$ cat src/rtl/fpu_exec_unit_if.sv
// Request/response bundle between the FPU register bank and the execution unit.
// The bank drives through the master modport; the unit sits on the slave side.
interface fpu_exec_unit_if #(
  parameter int DATA_WIDTH = 32
);
  logic [DATA_WIDTH-1:0] OP1;
  logic [DATA_WIDTH-1:0] OP2;
  logic [2:0]            OP_select;
  logic                  START;
  logic [DATA_WIDTH-1:0] RESULT;
  logic [3:0]            FLAGS;
  logic                  BUSY;
  logic                  DONE;

  modport master (output OP1, OP2, OP_select, START,
                  input  RESULT, FLAGS, BUSY, DONE);
  modport slave  (input  OP1, OP2, OP_select, START,
                  output RESULT, FLAGS, BUSY, DONE);
endinterface

$ cat src/rtl/fpu_exec_unit.sv
// Binary32 execution unit: ADD/SUB/MUL/MIN/MAX through a fixed five-state
// sequence (IDLE, UNPACK, EXEC, NORM, DONE); denormals flush, results truncate.
module fpu_exec_unit #(
  parameter int DATA_WIDTH = 32
) (
  input  logic           CLK,
  input  logic           RSTN,
  fpu_exec_unit_if.slave bus
);
  localparam logic [2:0]  OP_ADD = 3'b000, OP_SUB = 3'b001, OP_MUL = 3'b010,
                          OP_MIN = 3'b011, OP_MAX = 3'b100;
  localparam logic [31:0] QNAN = 32'h7FC0_0000;
  localparam logic [30:0] INF  = 31'h7F80_0000;

  typedef enum logic [2:0] {S_IDLE, S_UNPACK, S_EXEC, S_NORM, S_DONE} state_t;
  state_t r_state, w_next;
  logic   w_busy, w_done;

  function automatic logic [5:0] lzc47(input logic [46:0] v);
    logic [5:0] n;
    n = 6'd47;
    for (int i = 0; i < 47; i++)
      if (v[i]) n = 6'(46 - i);
    return n;
  endfunction

  // Truncated mantissa plus exponent range saturation -> {flags, result}.
  function automatic logic [35:0] sat_pack(input logic s, input logic signed [9:0] e,
                                           input logic [22:0] f);
    if (e >= 10'sd255)    return {4'b0100, s, INF};
    else if (e <= 10'sd0) return {4'b0010, s, 31'd0};
    else                  return {4'b0000, s, e[7:0], f};
  endfunction

  // Signed total order with -0 below +0, as an unsigned key.
  function automatic logic [31:0] ord_key(input logic [31:0] x);
    return x[31] ? ~x : {1'b1, x[30:0]};
  endfunction

  always_ff @(posedge CLK or negedge RSTN)
    if (!RSTN) r_state <= S_IDLE;
    else       r_state <= w_next;

  always_comb begin
    w_next = r_state;
    w_busy = 1'b1;
    w_done = 1'b0;
    case (r_state)
      S_IDLE:   begin w_busy = 1'b0; if (bus.START) w_next = S_UNPACK; end
      S_UNPACK: w_next = S_EXEC;
      S_EXEC:   w_next = S_NORM;
      S_NORM:   w_next = S_DONE;
      S_DONE:   begin w_done = 1'b1; w_next = S_IDLE; end
      default:  begin w_busy = 1'b0; w_next = S_IDLE; end
    endcase
  end

  assign bus.BUSY = w_busy;
  assign bus.DONE = w_done;

  // Capture: operands frozen for the whole operation
  logic [DATA_WIDTH-1:0] r_a_p0, r_b_p0;
  logic [2:0]            r_op_p0;
  always_ff @(posedge CLK)
    if (r_state == S_IDLE && bus.START) begin
      r_a_p0  <= bus.OP1;
      r_b_p0  <= bus.OP2;
      r_op_p0 <= bus.OP_select;
    end

  // UNPACK: fields split, hidden bit restored, denormals flushed to signed zero
  logic        r_sa_p1, r_sb_p1;
  logic [7:0]  r_ea_p1, r_eb_p1;
  logic [23:0] r_ma_p1, r_mb_p1;
  logic [2:0]  r_op_p1;
  always_ff @(posedge CLK)
    if (r_state == S_UNPACK) begin
      r_sa_p1 <= r_a_p0[31];
      r_sb_p1 <= r_b_p0[31];
      r_ea_p1 <= r_a_p0[30:23];
      r_eb_p1 <= r_b_p0[30:23];
      r_ma_p1 <= (r_a_p0[30:23] == 8'd0) ? 24'd0 : {1'b1, r_a_p0[22:0]};
      r_mb_p1 <= (r_b_p0[30:23] == 8'd0) ? 24'd0 : {1'b1, r_b_p0[22:0]};
      r_op_p1 <= r_op_p0;
    end

  // EXEC: special operands, aligned add/sub, mantissa product, min/max
  logic        w_nan_a, w_nan_b, w_inf_a, w_inf_b, w_zero_a, w_zero_b;
  logic        w_sbe, w_effsub, w_a_big, w_sl, w_a_lt;
  logic [7:0]  w_el, w_es, w_shamt;
  logic [23:0] w_ml, w_ms, w_ms_al;
  logic [24:0] w_sum;
  logic [47:0] w_prod;

  assign w_nan_a  = (r_ea_p1 == 8'hFF) && (r_ma_p1[22:0] != 23'd0);
  assign w_nan_b  = (r_eb_p1 == 8'hFF) && (r_mb_p1[22:0] != 23'd0);
  assign w_inf_a  = (r_ea_p1 == 8'hFF) && (r_ma_p1[22:0] == 23'd0);
  assign w_inf_b  = (r_eb_p1 == 8'hFF) && (r_mb_p1[22:0] == 23'd0);
  assign w_zero_a = (r_ma_p1 == 24'd0);
  assign w_zero_b = (r_mb_p1 == 24'd0);
  assign w_sbe    = r_sb_p1 ^ (r_op_p1 == OP_SUB);
  assign w_effsub = r_sa_p1 ^ w_sbe;
  assign w_a_big  = {r_ea_p1, r_ma_p1} >= {r_eb_p1, r_mb_p1};
  assign w_el     = w_a_big ? r_ea_p1 : r_eb_p1;
  assign w_es     = w_a_big ? r_eb_p1 : r_ea_p1;
  assign w_ml     = w_a_big ? r_ma_p1 : r_mb_p1;
  assign w_ms     = w_a_big ? r_mb_p1 : r_ma_p1;
  assign w_sl     = w_a_big ? r_sa_p1 : w_sbe;
  assign w_shamt  = w_el - w_es;
  assign w_ms_al  = (w_shamt >= 8'd25) ? 24'd0 : (w_ms >> w_shamt);
  assign w_sum    = w_effsub ? ({1'b0, w_ml} - {1'b0, w_ms_al}) : ({1'b0, w_ml} + {1'b0, w_ms_al});
  assign w_prod   = r_ma_p1 * r_mb_p1;
  assign w_a_lt   = ord_key(r_a_p0) < ord_key(r_b_p0);

  logic               w_spec, w_inv, w_sign;
  logic [31:0]        w_spec_res;
  logic signed [9:0]  w_exp;
  logic [47:0]        w_mant;
  always_comb begin
    w_spec = 1'b0; w_inv = 1'b0; w_sign = 1'b0;
    w_spec_res = 32'd0; w_exp = 10'sd0; w_mant = 48'd0;
    case (r_op_p1)
      OP_ADD, OP_SUB: begin
        if (w_nan_a || w_nan_b || (w_inf_a && w_inf_b && w_effsub)) begin
          w_spec = 1'b1; w_inv = 1'b1; w_spec_res = QNAN;
        end else if (w_inf_a) begin
          w_spec = 1'b1; w_spec_res = {r_sa_p1, INF};
        end else if (w_inf_b) begin
          w_spec = 1'b1; w_spec_res = {w_sbe, INF};
        end else begin
          w_sign = (w_effsub && w_sum == 25'd0) ? 1'b0 : w_sl;
          w_exp  = $signed({2'b00, w_el});
          w_mant = {w_sum, 23'd0};
        end
      end
      OP_MUL: begin
        if (w_nan_a || w_nan_b || ((w_inf_a || w_inf_b) && (w_zero_a || w_zero_b))) begin
          w_spec = 1'b1; w_inv = 1'b1; w_spec_res = QNAN;
        end else if (w_inf_a || w_inf_b) begin
          w_spec = 1'b1; w_spec_res = {r_sa_p1 ^ r_sb_p1, INF};
        end else begin
          w_sign = r_sa_p1 ^ r_sb_p1;
          w_exp  = $signed({2'b00, r_ea_p1}) + $signed({2'b00, r_eb_p1}) - 10'sd127;
          w_mant = w_prod;
        end
      end
      OP_MIN, OP_MAX: begin
        w_spec = 1'b1;
        if (w_nan_a || w_nan_b) begin
          w_inv = 1'b1; w_spec_res = QNAN;
        end else begin
          w_spec_res = ((r_op_p1 == OP_MIN) == w_a_lt) ? r_a_p0 : r_b_p0;
        end
      end
      default: begin
        w_spec = 1'b1; w_inv = 1'b1; w_spec_res = QNAN;
      end
    endcase
  end

  logic               r_spec_p2, r_inv_p2, r_sign_p2;
  logic [31:0]        r_spec_res_p2;
  logic signed [9:0]  r_exp_p2;
  logic [47:0]        r_mant_p2;
  always_ff @(posedge CLK)
    if (r_state == S_EXEC) begin
      r_spec_p2     <= w_spec;
      r_inv_p2      <= w_inv;
      r_spec_res_p2 <= w_spec_res;
      r_sign_p2     <= w_sign;
      r_exp_p2      <= w_exp;
      r_mant_p2     <= w_mant;
    end

  // NORM: carry right-shift or leading-zero left-shift, truncate, saturate
  logic [5:0]  w_lz;
  logic [47:0] w_sh;
  logic [35:0] w_pack;
  always_comb begin
    w_lz   = lzc47(r_mant_p2[46:0]);
    w_sh   = r_mant_p2 << w_lz;
    w_pack = 36'd0;
    if (r_spec_p2)               w_pack = {r_inv_p2, 3'b000, r_spec_res_p2};
    else if (r_mant_p2 == 48'd0) w_pack = {4'b0000, r_sign_p2, 31'd0};
    else if (r_mant_p2[47])      w_pack = sat_pack(r_sign_p2, r_exp_p2 + 10'sd1, r_mant_p2[46:24]);
    else                         w_pack = sat_pack(r_sign_p2, r_exp_p2 - $signed({4'd0, w_lz}), w_sh[45:23]);
    w_pack[32] = (w_pack[30:0] == 31'd0);
  end

  logic [DATA_WIDTH-1:0] r_result;
  logic [3:0]            r_flags;
  always_ff @(posedge CLK or negedge RSTN)
    if (!RSTN) begin
      r_result <= '0;
      r_flags  <= 4'd0;
    end else if (r_state == S_NORM) begin
      r_flags  <= w_pack[35:32];
      r_result <= w_pack[31:0];
    end

  assign bus.RESULT = r_result;
  assign bus.FLAGS  = r_flags;
endmodule

$ cat src/flat_wrapper.sv
// flat-port wrapper written by rule: the top's interface ports become plain ports
module fpu_exec_unit_flat 
#(
  parameter int DATA_WIDTH = 32
)
  (CLK, RSTN, bus_OP1, bus_OP2, bus_OP_select, bus_START, bus_RESULT, bus_FLAGS, bus_BUSY, bus_DONE);
  fpu_exec_unit_if #(.DATA_WIDTH(DATA_WIDTH)) bus_i ();
  input  logic CLK;
  input  logic RSTN;
  input wire logic [$bits(bus_i.OP1)-1:0] bus_OP1;
  input wire logic [$bits(bus_i.OP2)-1:0] bus_OP2;
  input wire logic [$bits(bus_i.OP_select)-1:0] bus_OP_select;
  input wire logic [$bits(bus_i.START)-1:0] bus_START;
  output wire logic [$bits(bus_i.RESULT)-1:0] bus_RESULT;
  output wire logic [$bits(bus_i.FLAGS)-1:0] bus_FLAGS;
  output wire logic [$bits(bus_i.BUSY)-1:0] bus_BUSY;
  output wire logic [$bits(bus_i.DONE)-1:0] bus_DONE;
  assign bus_i.OP1 = bus_OP1;
  assign bus_i.OP2 = bus_OP2;
  assign bus_i.OP_select = bus_OP_select;
  assign bus_i.START = bus_START;
  assign bus_RESULT = bus_i.RESULT;
  assign bus_FLAGS = bus_i.FLAGS;
  assign bus_BUSY = bus_i.BUSY;
  assign bus_DONE = bus_i.DONE;
  fpu_exec_unit #(.DATA_WIDTH(DATA_WIDTH)) u_core (.CLK(CLK), .RSTN(RSTN), .bus(bus_i));
endmodule
$ cat config.mk
export PLATFORM = sky130hd
export DESIGN_NAME = fpu_exec_unit_flat
export DESIGN_NICKNAME = d
export VERILOG_FILES = /design/src/rtl/fpu_exec_unit_if.sv /design/src/rtl/fpu_exec_unit.sv /design/src/flat_wrapper.sv
export SDC_FILE = /design/constraint.sdc
export NUM_CORES = 2
export LEC_CHECK = 0
export ABC_AREA = 1
export BUFFER_PORTS_ARGS = -buffer_cell sky130_fd_sc_hd__buf_2
export CAP_MARGIN = 20
export CORE_MARGIN = 3
export CORE_UTILIZATION = 60
export DETAILED_ROUTE_END_ITERATION = 8
export PLACE_DENSITY = 0.77
export SYNTH_ARGS = -nofsm -noshare
export SYNTH_HDL_FRONTEND = slang
export SYNTH_SLANG_ARGS = --single-unit
$ cat constraint.sdc
create_clock -name CLK -period 10.85 [get_ports CLK]
set_input_delay 2.17 -clock CLK [delete_from_list [all_inputs] [get_ports CLK]]
set_output_delay 2.17 -clock CLK [all_outputs]
set_load 0.005 [all_outputs]
After elaboration in Yosys (flattened, before gate mapping)
Index checks and enable logic that the tools add are counted.
{"block": "word_totals", "in_bits": 70, "elab_cells": 191, "rom_bits": 0, "out_inout_bits": 38, "latchBits": 0, "ram_bits": 0, "reg_bits": 268, "memories": 0}
{"block": "classes", "bitwise": 5, "mul": 1, "div": 0, "n_eq_ne": 12, "n_mux": 106, "n_reduce_logical": 30, "n_lt_le_gt_ge": 7, "shift": 2, "add_sub_neg": 7}
{"operator": "$mux W32", "count": 9}
{"operator": "$mux W48", "count": 5}
{"operator": "$mux W6", "count": 32}
{"operator": "$mux W36", "count": 5}
{"operator": "$mux W24", "count": 5}
{"operator": "$pmux W32 S3", "count": 1}
{"operator": "$pmux W48 S2", "count": 1}
{"operator": "$mux W34", "count": 2}
{"operator": "$not A32 Y32", "count": 2}
{"operator": "$logic_not A24 Y1", "count": 2}
{"operator": "$logic_not A48 Y1", "count": 1}
{"operator": "$mul A24 B24 Y48", "count": 1}
{"operator": "$shl A48 B6 Y46", "count": 1}
{"operator": "$logic_not A23 Y1", "count": 2}
{"operator": "$reduce_bool A23 Y1", "count": 2}
{"operator": "$mux W10", "count": 4}
{"operator": "$ge A32 B32 Y1", "count": 1}
{"operator": "$lt A32 B32 Y1", "count": 1}
{"operator": "$mux W4", "count": 8}
{"operator": "$logic_not A31 Y1", "count": 1}
{"operator": "$add A24 B24 Y25", "count": 1}
{"operator": "$logic_not A25 Y1", "count": 1}
{"operator": "$mux W25", "count": 1}
{"operator": "$sub A24 B24 Y25", "count": 1}
{"operator": "30 further kinds", "count": 80}

Logic depth before layout (Yosys ltp)
{"block": "depth", "ltp_word": 55, "ltp_mapped": 75}

Least setup slack after synthesis
OpenSTA, ideal clock, no wires.
{"block": "synth_path", "kind": "reg-to-reg", "start": "register u_core.r_mb_p1[1]", "end": "register u_core.r_mant_p2[47], data pin", "arrival_time_ns": 7.999, "stages_incl_launch_ff": 64, "slack_ns": 2.706, "synth_period_minus_slack_ns": 8.144, "path_cell_list": "edfxtp_1 -> clkbuf_1 -> clkbuf_1 -> inv_1 -> ha_1 -> a21oi_1 -> o21ai_0 -> nand2_1 -> o211ai_1 -> nand2_1 -> o2111ai_1 -> nand2_1 -> nand3_2 -> inv_2 -> nand2_1 -> o21ai_2 -> o21ai_2 -> ha_1 -> [28 not listed] -> nand3_1 -> nand2_1 -> a21oi_1 -> o21ai_0 -> a21oi_1 -> nor2_1 -> o21a_1 -> nor2_1 -> o21ai_0 -> a21oi_1 -> o21bai_1 -> a21oi_1 -> nor2_1 -> nor2_1 -> nand3b_1 -> nand2_1 -> nand2_1 -> o21ai_1"}
{"block": "synth_between", "elab_chain_len": 11, "elab_cells_between_ends": 32}
{"item": "from (decl)", "line": "fpu_exec_unit.sv:74", "rtl": "logic [23:0] r_ma_p1, r_mb_p1;"}
{"item": "from (signal assigned)", "line": "fpu_exec_unit.sv:83", "rtl": "r_mb_p1 <= (r_b_p0[30:23] == 8'd0) ? 24'd0 : {1'b1, r_b_p0[22:0]};"}
{"item": "$ge A32 B32 Y1", "line": "fpu_exec_unit.sv:103", "rtl": "assign w_a_big = {r_ea_p1, r_ma_p1} >= {r_eb_p1, r_mb_p1};"}
{"item": "$mux W8 (on tied branches)", "line": "fpu_exec_unit.sv:104, fpu_exec_unit.sv:105"}
{"item": "$sub A8 B8 Y8", "line": "fpu_exec_unit.sv:109", "rtl": "assign w_shamt = w_el - w_es;"}
{"item": "$shr A24 B8 Y24 or $ge A8 B5 Y1 (tied branches)", "line": "fpu_exec_unit.sv:110", "rtl": "assign w_ms_al = (w_shamt >= 8'd25) ? 24'd0 : (w_ms >> w_shamt);"}
{"item": "$mux W24", "line": "fpu_exec_unit.sv:110"}
{"item": "$add A24 B24 Y25 or $sub A24 B24 Y25 (tied branches)", "line": "fpu_exec_unit.sv:111", "rtl": "assign w_sum = w_effsub ? ({1'b0, w_ml} - {1'b0, w_ms_al}) : ({1'b0, w_ml} + {1'b0, w_ms_al});"}
{"item": "$mux W25", "line": "fpu_exec_unit.sv:111"}
{"item": "$mux W48", "line": "fpu_exec_unit.sv:128", "rtl": "end else if (w_inf_b) begin"}
{"item": "$mux W48", "line": "fpu_exec_unit.sv:126", "rtl": "end else if (w_inf_a) begin"}
{"item": "$mux W48", "line": "fpu_exec_unit.sv:124", "rtl": "if (w_nan_a || w_nan_b || (w_inf_a && w_inf_b && w_effsub)) begin"}
{"item": "$pmux W48 S2 *", "line": "fpu_exec_unit.sv:122", "rtl": "case (r_op_p1)"}
{"item": "named net u_core.w_mant[47]", "line": "fpu_exec_unit.sv:118", "rtl": "logic [47:0] w_mant;"}
{"item": "to (signal assigned)", "line": "fpu_exec_unit.sv:172", "rtl": "r_mant_p2 <= w_mant;"}
{"item": "to (decl)", "line": "fpu_exec_unit.sv:164", "rtl": "logic [47:0] r_mant_p2;"}
Mark *: on every way through the listed nets, which the timed path passes. The rest lies on a longest branch.
A chain may end at the register's enable or synchronous reset.

Worst setup path in the final report
{"block": "layout_path", "start": "register u_core.r_ma_p1[9]", "end": "register u_core.r_sign_p2, data pin"}
{"block": "layout_between", "elab_chain_len": 14, "elab_cells_between_ends": 35}
{"item": "from (decl)", "line": "fpu_exec_unit.sv:74"}
{"item": "from (signal assigned)", "line": "fpu_exec_unit.sv:82", "rtl": "r_ma_p1 <= (r_a_p0[30:23] == 8'd0) ? 24'd0 : {1'b1, r_a_p0[22:0]};"}
{"item": "$ge A32 B32 Y1", "line": "fpu_exec_unit.sv:103"}
{"item": "$mux W8 (on tied branches)", "line": "fpu_exec_unit.sv:104, fpu_exec_unit.sv:105"}
{"item": "$sub A8 B8 Y8", "line": "fpu_exec_unit.sv:109"}
{"item": "$shr A24 B8 Y24 or $ge A8 B5 Y1 (tied branches)", "line": "fpu_exec_unit.sv:110"}
{"item": "$mux W24", "line": "fpu_exec_unit.sv:110"}
{"item": "$add A24 B24 Y25 or $sub A24 B24 Y25 (tied branches)", "line": "fpu_exec_unit.sv:111"}
{"item": "$mux W25", "line": "fpu_exec_unit.sv:111"}
{"item": "$logic_not A25 Y1", "line": "fpu_exec_unit.sv:131", "rtl": "w_sign = (w_effsub && w_sum == 25'd0) ? 1'b0 : w_sl;"}
{"item": "$logic_and A1 B1 Y1", "line": "fpu_exec_unit.sv:131"}
{"item": "$mux W1", "line": "fpu_exec_unit.sv:131"}
{"item": "$mux W1", "line": "fpu_exec_unit.sv:128"}
{"item": "$mux W1", "line": "fpu_exec_unit.sv:126"}
{"item": "$mux W1", "line": "fpu_exec_unit.sv:124"}
{"item": "$pmux W1 S2 *", "line": "fpu_exec_unit.sv:122"}
{"item": "named net u_core.w_sign", "line": "fpu_exec_unit.sv:115", "rtl": "logic w_spec, w_inv, w_sign;"}
{"item": "to (signal assigned)", "line": "fpu_exec_unit.sv:170", "rtl": "r_sign_p2 <= w_sign;"}
{"item": "to (decl)", "line": "fpu_exec_unit.sv:161", "rtl": "logic r_spec_p2, r_inv_p2, r_sign_p2;"}
Marked as above.

==> insert_results.sql <==
INSERT INTO impl_metrics (metric_group, metric, value, unit) VALUES
('synthesis', 'synth_fp_nets', '5985', ''),
('clocking', 'cts_setup_buffers', '0', ''),
('final_layout', 'synthToLayoutAreaGrowth', '5.45', '%'),
('global_routing', 'grt_max_degree', '83', ''),
('sta', 'timing.final.max_slew_violations', '0', ''),
('final_layout', 'final_net_count', '5948', ''),
('clocking', 'path_clk_slew', '0.07', 'ns'),
('setup_path', 'ff2ff_setup_slack', '1.16', 'ns'),
('floorplan', 'placement_rows', '93', ''),
('clocking', 'count_of_hold_buffers_inserted_by_post_cts_repair', '0', ''),
('final_layout', 'drive_above_1_share', '0.0570', ''),
('clocking', 'cts_tree', 'yes', ''),
('setup_path', 'cpMaxStageDelayCell', 'sky130_fd_sc_hd__edfxtp_1', ''),
('final_layout', 'antenna_cells', '0', ''),
('placed_design', 'port-buffer-count', '107', ''),
('status', 'status', 'finished clean', ''),
('synthesis', 'mappedNetlistArea', '39400', 'µm²'),
('synthesis', 'yosysTopAreaCell', 'sky130_fd_sc_hd__fa_1', ''),
('sta', 'timing.final.crit_share', '0.893', ''),
('setup_path', 'reg2regPathDepth', '57', ''),
('synthesis', 'seq_area_frac_synth', '0.199', ''),
('setup_path', 'crit_type', 'flop to flop', ''),
('detailed_routing', 'postRouteWirelength', '117000', 'µm'),
('placed_design', 'gp_routability_congestion', '1.06', ''),
('sta', 'fin_skew', '0.0421', 'ns'),
('setup_path', 'cpMostUsedCell', 'sky130_fd_sc_hd__nand2_1', ''),
('sta', 'timing.final.hold_violations', '0', ''),
('global_routing', 'antenna_found_initial', '0', ''),
('floorplan', 'placeableCoreArea', '64700', 'µm²'),
('setup_path', 'source_of_the_worst_register_to_register_timing_path', 'u_core.r_ma_p1[9]$_SDFFCE_PN0P_', ''),
('floorplan', 'boundaryPins', '108', ''),
('synthesis', 'synth_flop_cell', 'sky130_fd_sc_hd__edfxtp_1', ''),
('detailed_routing', 'drt-vias-per-instance', '5.80', ''),
('setup_path', 'cp.required', '11.30', 'ns'),
('placed_design', 'hpwl', '90200', 'µm'),
('setup_path', 'timing.critical_path.arrival', '10.15', 'ns'),
('run', 'max_cap_violations', '0', ''),
('detailed_routing', 'num_vias', '34576', ''),
('synthesis', 'avgSynthCellArea', '7.68', 'µm²'),
('sta', 'fmax', '103', 'MHz'),
('global_routing', 'grt_first_pass_wirelength', '185000', 'µm'),
('clocking', 'cts-buffers-inserted', '28', ''),
('final_layout', 'layout.core_utilization', '0.642', ''),
('setup_path', 'timing.rr.end', 'u_core.r_sign_p2$_DFFE_PP_', ''),
('clocking', 'clock_tree.htree_level_count', '1', ''),
('floorplan', 'die-area', '68700', 'µm²'),
('sta', 'finalSetupViolCount', '0', ''),
('min_path', 'worst_hold_path.endpoint', 'u_core.r_op_p1[2]$_DFFE_PP_', ''),
('detailed_routing', 'drt_drc_violations_left', '0', ''),
('sta', 'timing.final.crit_period', '9.69', 'ns'),
('clocking', 'clock_sink_count', '268', ''),
('floorplan', 'die_y', '262', 'µm'),
('sta', 'slew_headroom', '0.276', ''),
('synthesis', 'synth.top_cells.by_area', 'sky130_fd_sc_hd__fa_1 (25%), sky130_fd_sc_hd__edfxtp_1 (17%), sky130_fd_sc_hd__nand2_1 (12%)', ''),
('sta', 'fin_setup_tns', '0', 'ns'),
('global_routing', 'globalRouteTotalUtil', '0.344', ''),
('detailed_routing', 'detailedRoute.firstPassIterationCount', '6', ''),
('synthesis', 'yosysWarnings', '0', ''),
('min_path', 'hold_path.class', 'flop to flop', ''),
('detailed_routing', 'drt_first_iter_violations', '3773', ''),
('setup_path', 'worst-path-max-fanout', '16', ''),
('synthesis', 'synth_top_area_share', '0.247', ''),
('synthesis', 'ys_async_sr_fraction', '0.146', ''),
('setup_path', 'cp-end-kind', 'flop', ''),
('clocking', 'post_cts_resize_count', '0', ''),
('clocking', 'worstSkewPairLatency', '0.59', 'ns'),
('setup_path', 'setup.worst_path.start_class', 'flop', ''),
('sta', 'unrepaired_setup_endpoints_after_global_routing', 'no', ''),
('global_routing', 'number_of_global_route_vias_before_repair', '34416', ''),
('floorplan', 'initial_core_util', '0.609', ''),
('synthesis', 'synthCells', '5125', '');
-- cell families after synthesis --
kind of cell             synth area share
buffers and inverters               0.126
AO/OA/AOI/OAI                      0.0790
XOR/XNOR                           0.0345
multiplexers                     0.000254
flip-flops                          0.199
AND/OR/NAND/NOR                     0.218
adder cells (fa/ha/maj)             0.344
-- critical path: cells and delay by family (launching register included) --
kind / cells / cell delay [ns]
AND/OR/NAND/NOR: 25 / 2.80
flip-flops: 1 / 0.72
buffers and inverters: 3 / 0.36
AO/OA/AOI/OAI: 24 / 4.00
adder cells (fa/ha/maj): 4 / 1.44
XOR/XNOR: 1 / 0.20
-- Yosys cell counts, types with 4 or more instances --
| master | instances |
|---|---|
| sky130_fd_sc_hd__a21oi_1 | 196 |
| sky130_fd_sc_hd__or2_2 | 6 |
| sky130_fd_sc_hd__o21ai_1 | 36 |
| sky130_fd_sc_hd__a32o_1 | 5 |
| sky130_fd_sc_hd__a41o_1 | 8 |
| sky130_fd_sc_hd__fa_1 | 485 |
| sky130_fd_sc_hd__dfrtp_1 | 39 |
| sky130_fd_sc_hd__nor4_1 | 23 |
| sky130_fd_sc_hd__xnor2_1 | 56 |
| sky130_fd_sc_hd__nand4_1 | 33 |
| sky130_fd_sc_hd__nand2_2 | 4 |
| sky130_fd_sc_hd__ha_1 | 305 |
| sky130_fd_sc_hd__a211oi_1 | 6 |
| sky130_fd_sc_hd__o21ai_0 | 160 |
| sky130_fd_sc_hd__buf_1 | 14 |
| sky130_fd_sc_hd__inv_2 | 13 |
| sky130_fd_sc_hd__o21a_1 | 7 |
| sky130_fd_sc_hd__edfxtp_1 | 229 |
| sky130_fd_sc_hd__nand2_1 | 1298 |
| sky130_fd_sc_hd__a32oi_1 | 4 |
| sky130_fd_sc_hd__buf_2 | 11 |
| sky130_fd_sc_hd__o21ai_2 | 5 |
| sky130_fd_sc_hd__inv_1 | 1027 |
| sky130_fd_sc_hd__and2_1 | 4 |
| sky130_fd_sc_hd__a21boi_0 | 9 |
| sky130_fd_sc_hd__a31oi_1 | 25 |
| sky130_fd_sc_hd__nand3b_1 | 4 |
| sky130_fd_sc_hd__nor2_1 | 228 |
| sky130_fd_sc_hd__clkbuf_1 | 234 |
| sky130_fd_sc_hd__clkinv_1 | 9 |
| sky130_fd_sc_hd__o211ai_1 | 16 |
| sky130_fd_sc_hd__nand3_1 | 415 |
| sky130_fd_sc_hd__o21bai_1 | 7 |
| sky130_fd_sc_hd__o22ai_1 | 22 |
| sky130_fd_sc_hd__nor3_1 | 27 |
| sky130_fd_sc_hd__a21oi_2 | 4 |
| sky130_fd_sc_hd__xor2_1 | 99 |
-- layout make-up --
type	count	area, µm²
Timing Repair Buffer	194	1190
Sequential cell	268	7850
Multi-Input combinational cell	3547	26600
Inverter	1049	3940
Clock buffer	34	754
Fill cell	5636	23200
Clock inverter	17	109
Tap cell	855	1070
-- flip-flops by register name, summed over array words and instances (netlist names), 8 cells and up --
register / cells
u_core.bus.RESULT: 32
u_core.r_ea_p1: 8
u_core.r_eb_p1: 8
u_core.r_b_p0: 32
u_core.r_mb_p1: 24
u_core.r_exp_p2: 10
u_core.r_spec_res_p2: 32
u_core.r_mant_p2: 48
u_core.r_ma_p1: 24
u_core.r_a_p0: 32
-- routing by layer --
layer	GRT usage	vias to the layer above	routed length (µm)
li1	-	15843	-
met1	0.458	16607	45800
met2	0.566	1769	54600
met3	0.0459	357	10200
met4	0.152	0	6140
met5	0	-	0
-- through the flow --
step / hold WS, ns / setup WS, ns / std cells / area [µm²]
6_report: 0.425 / 1.16 / 5964 / 41500
4_1_cts: 0.422 / 1.44 / 5964 / 41500
5_1_grt: 0.441 / 0.311 / 5964 / 41500
3_3_place_gp: 0.412 / 1.56 / 5913 / 40700
2_1_floorplan: 0.400 / 2.71 / 5125 / 39400
3_5_place_dp: 0.407 / 1.44 / 5913 / 40700
-- cells in the final DEF, fill, tap and decap left out, types with 8 or more instances in the layout --
cell type	instances
sky130_fd_sc_hd__clkbuf_16	29
sky130_fd_sc_hd__xnor2_1	56
sky130_fd_sc_hd__nand4_1	33
sky130_fd_sc_hd__o21ai_0	160
sky130_fd_sc_hd__nand3_1	415
sky130_fd_sc_hd__a21boi_0	9
sky130_fd_sc_hd__nor2_1	224
sky130_fd_sc_hd__nor4_1	23
sky130_fd_sc_hd__ha_1	305
sky130_fd_sc_hd__nand2_1	1298
sky130_fd_sc_hd__edfxtp_1	229
sky130_fd_sc_hd__fa_1	485
sky130_fd_sc_hd__xor2_1	99
sky130_fd_sc_hd__buf_2	107
sky130_fd_sc_hd__inv_2	13
sky130_fd_sc_hd__nor3_1	25
sky130_fd_sc_hd__clkinv_1	15
sky130_fd_sc_hd__a21oi_1	195
sky130_fd_sc_hd__dfrtp_1	39
sky130_fd_sc_hd__o21ai_1	36
sky130_fd_sc_hd__inv_1	1027
sky130_fd_sc_hd__o22ai_1	22
sky130_fd_sc_hd__o211ai_1	16
sky130_fd_sc_hd__buf_4	87
sky130_fd_sc_hd__a31oi_1	25
sky130_fd_sc_hd__a41o_1	8
-- worst max-delay path by stage --
stage | slack [ns] | cells past startpoint | to | startpoint
finish | 1.16 | 57 | u_core.r_sign_p2$_DFFE_PP_ | u_core.r_ma_p1[9]$_SDFFCE_PN0P_
global placement | 1.56 | 48 | u_core.r_mant_p2[44]$_DFFE_PP_ | u_core.r_ma_p1[9]$_SDFFCE_PN0P_
global route | 0.31 | 64 | u_core.r_sign_p2$_DFFE_PP_ | u_core.r_ma_p1[9]$_SDFFCE_PN0P_
floorplan | 2.71 | 63 | u_core.r_mant_p2[47]$_DFFE_PP_ | u_core.r_mb_p1[1]$_SDFFCE_PN0P_
detailed placement | 1.44 | 58 | u_core.r_mant_p2[47]$_DFFE_PP_ | u_core.r_ma_p1[9]$_SDFFCE_PN0P_
CTS | 1.44 | 58 | u_core.r_sign_p2$_DFFE_PP_ | u_core.r_ma_p1[9]$_SDFFCE_PN0P_
Power is left out: the tool's default activity adds up to more than one toggle a clock period on the data nets, which glitch-free logic cannot reach.
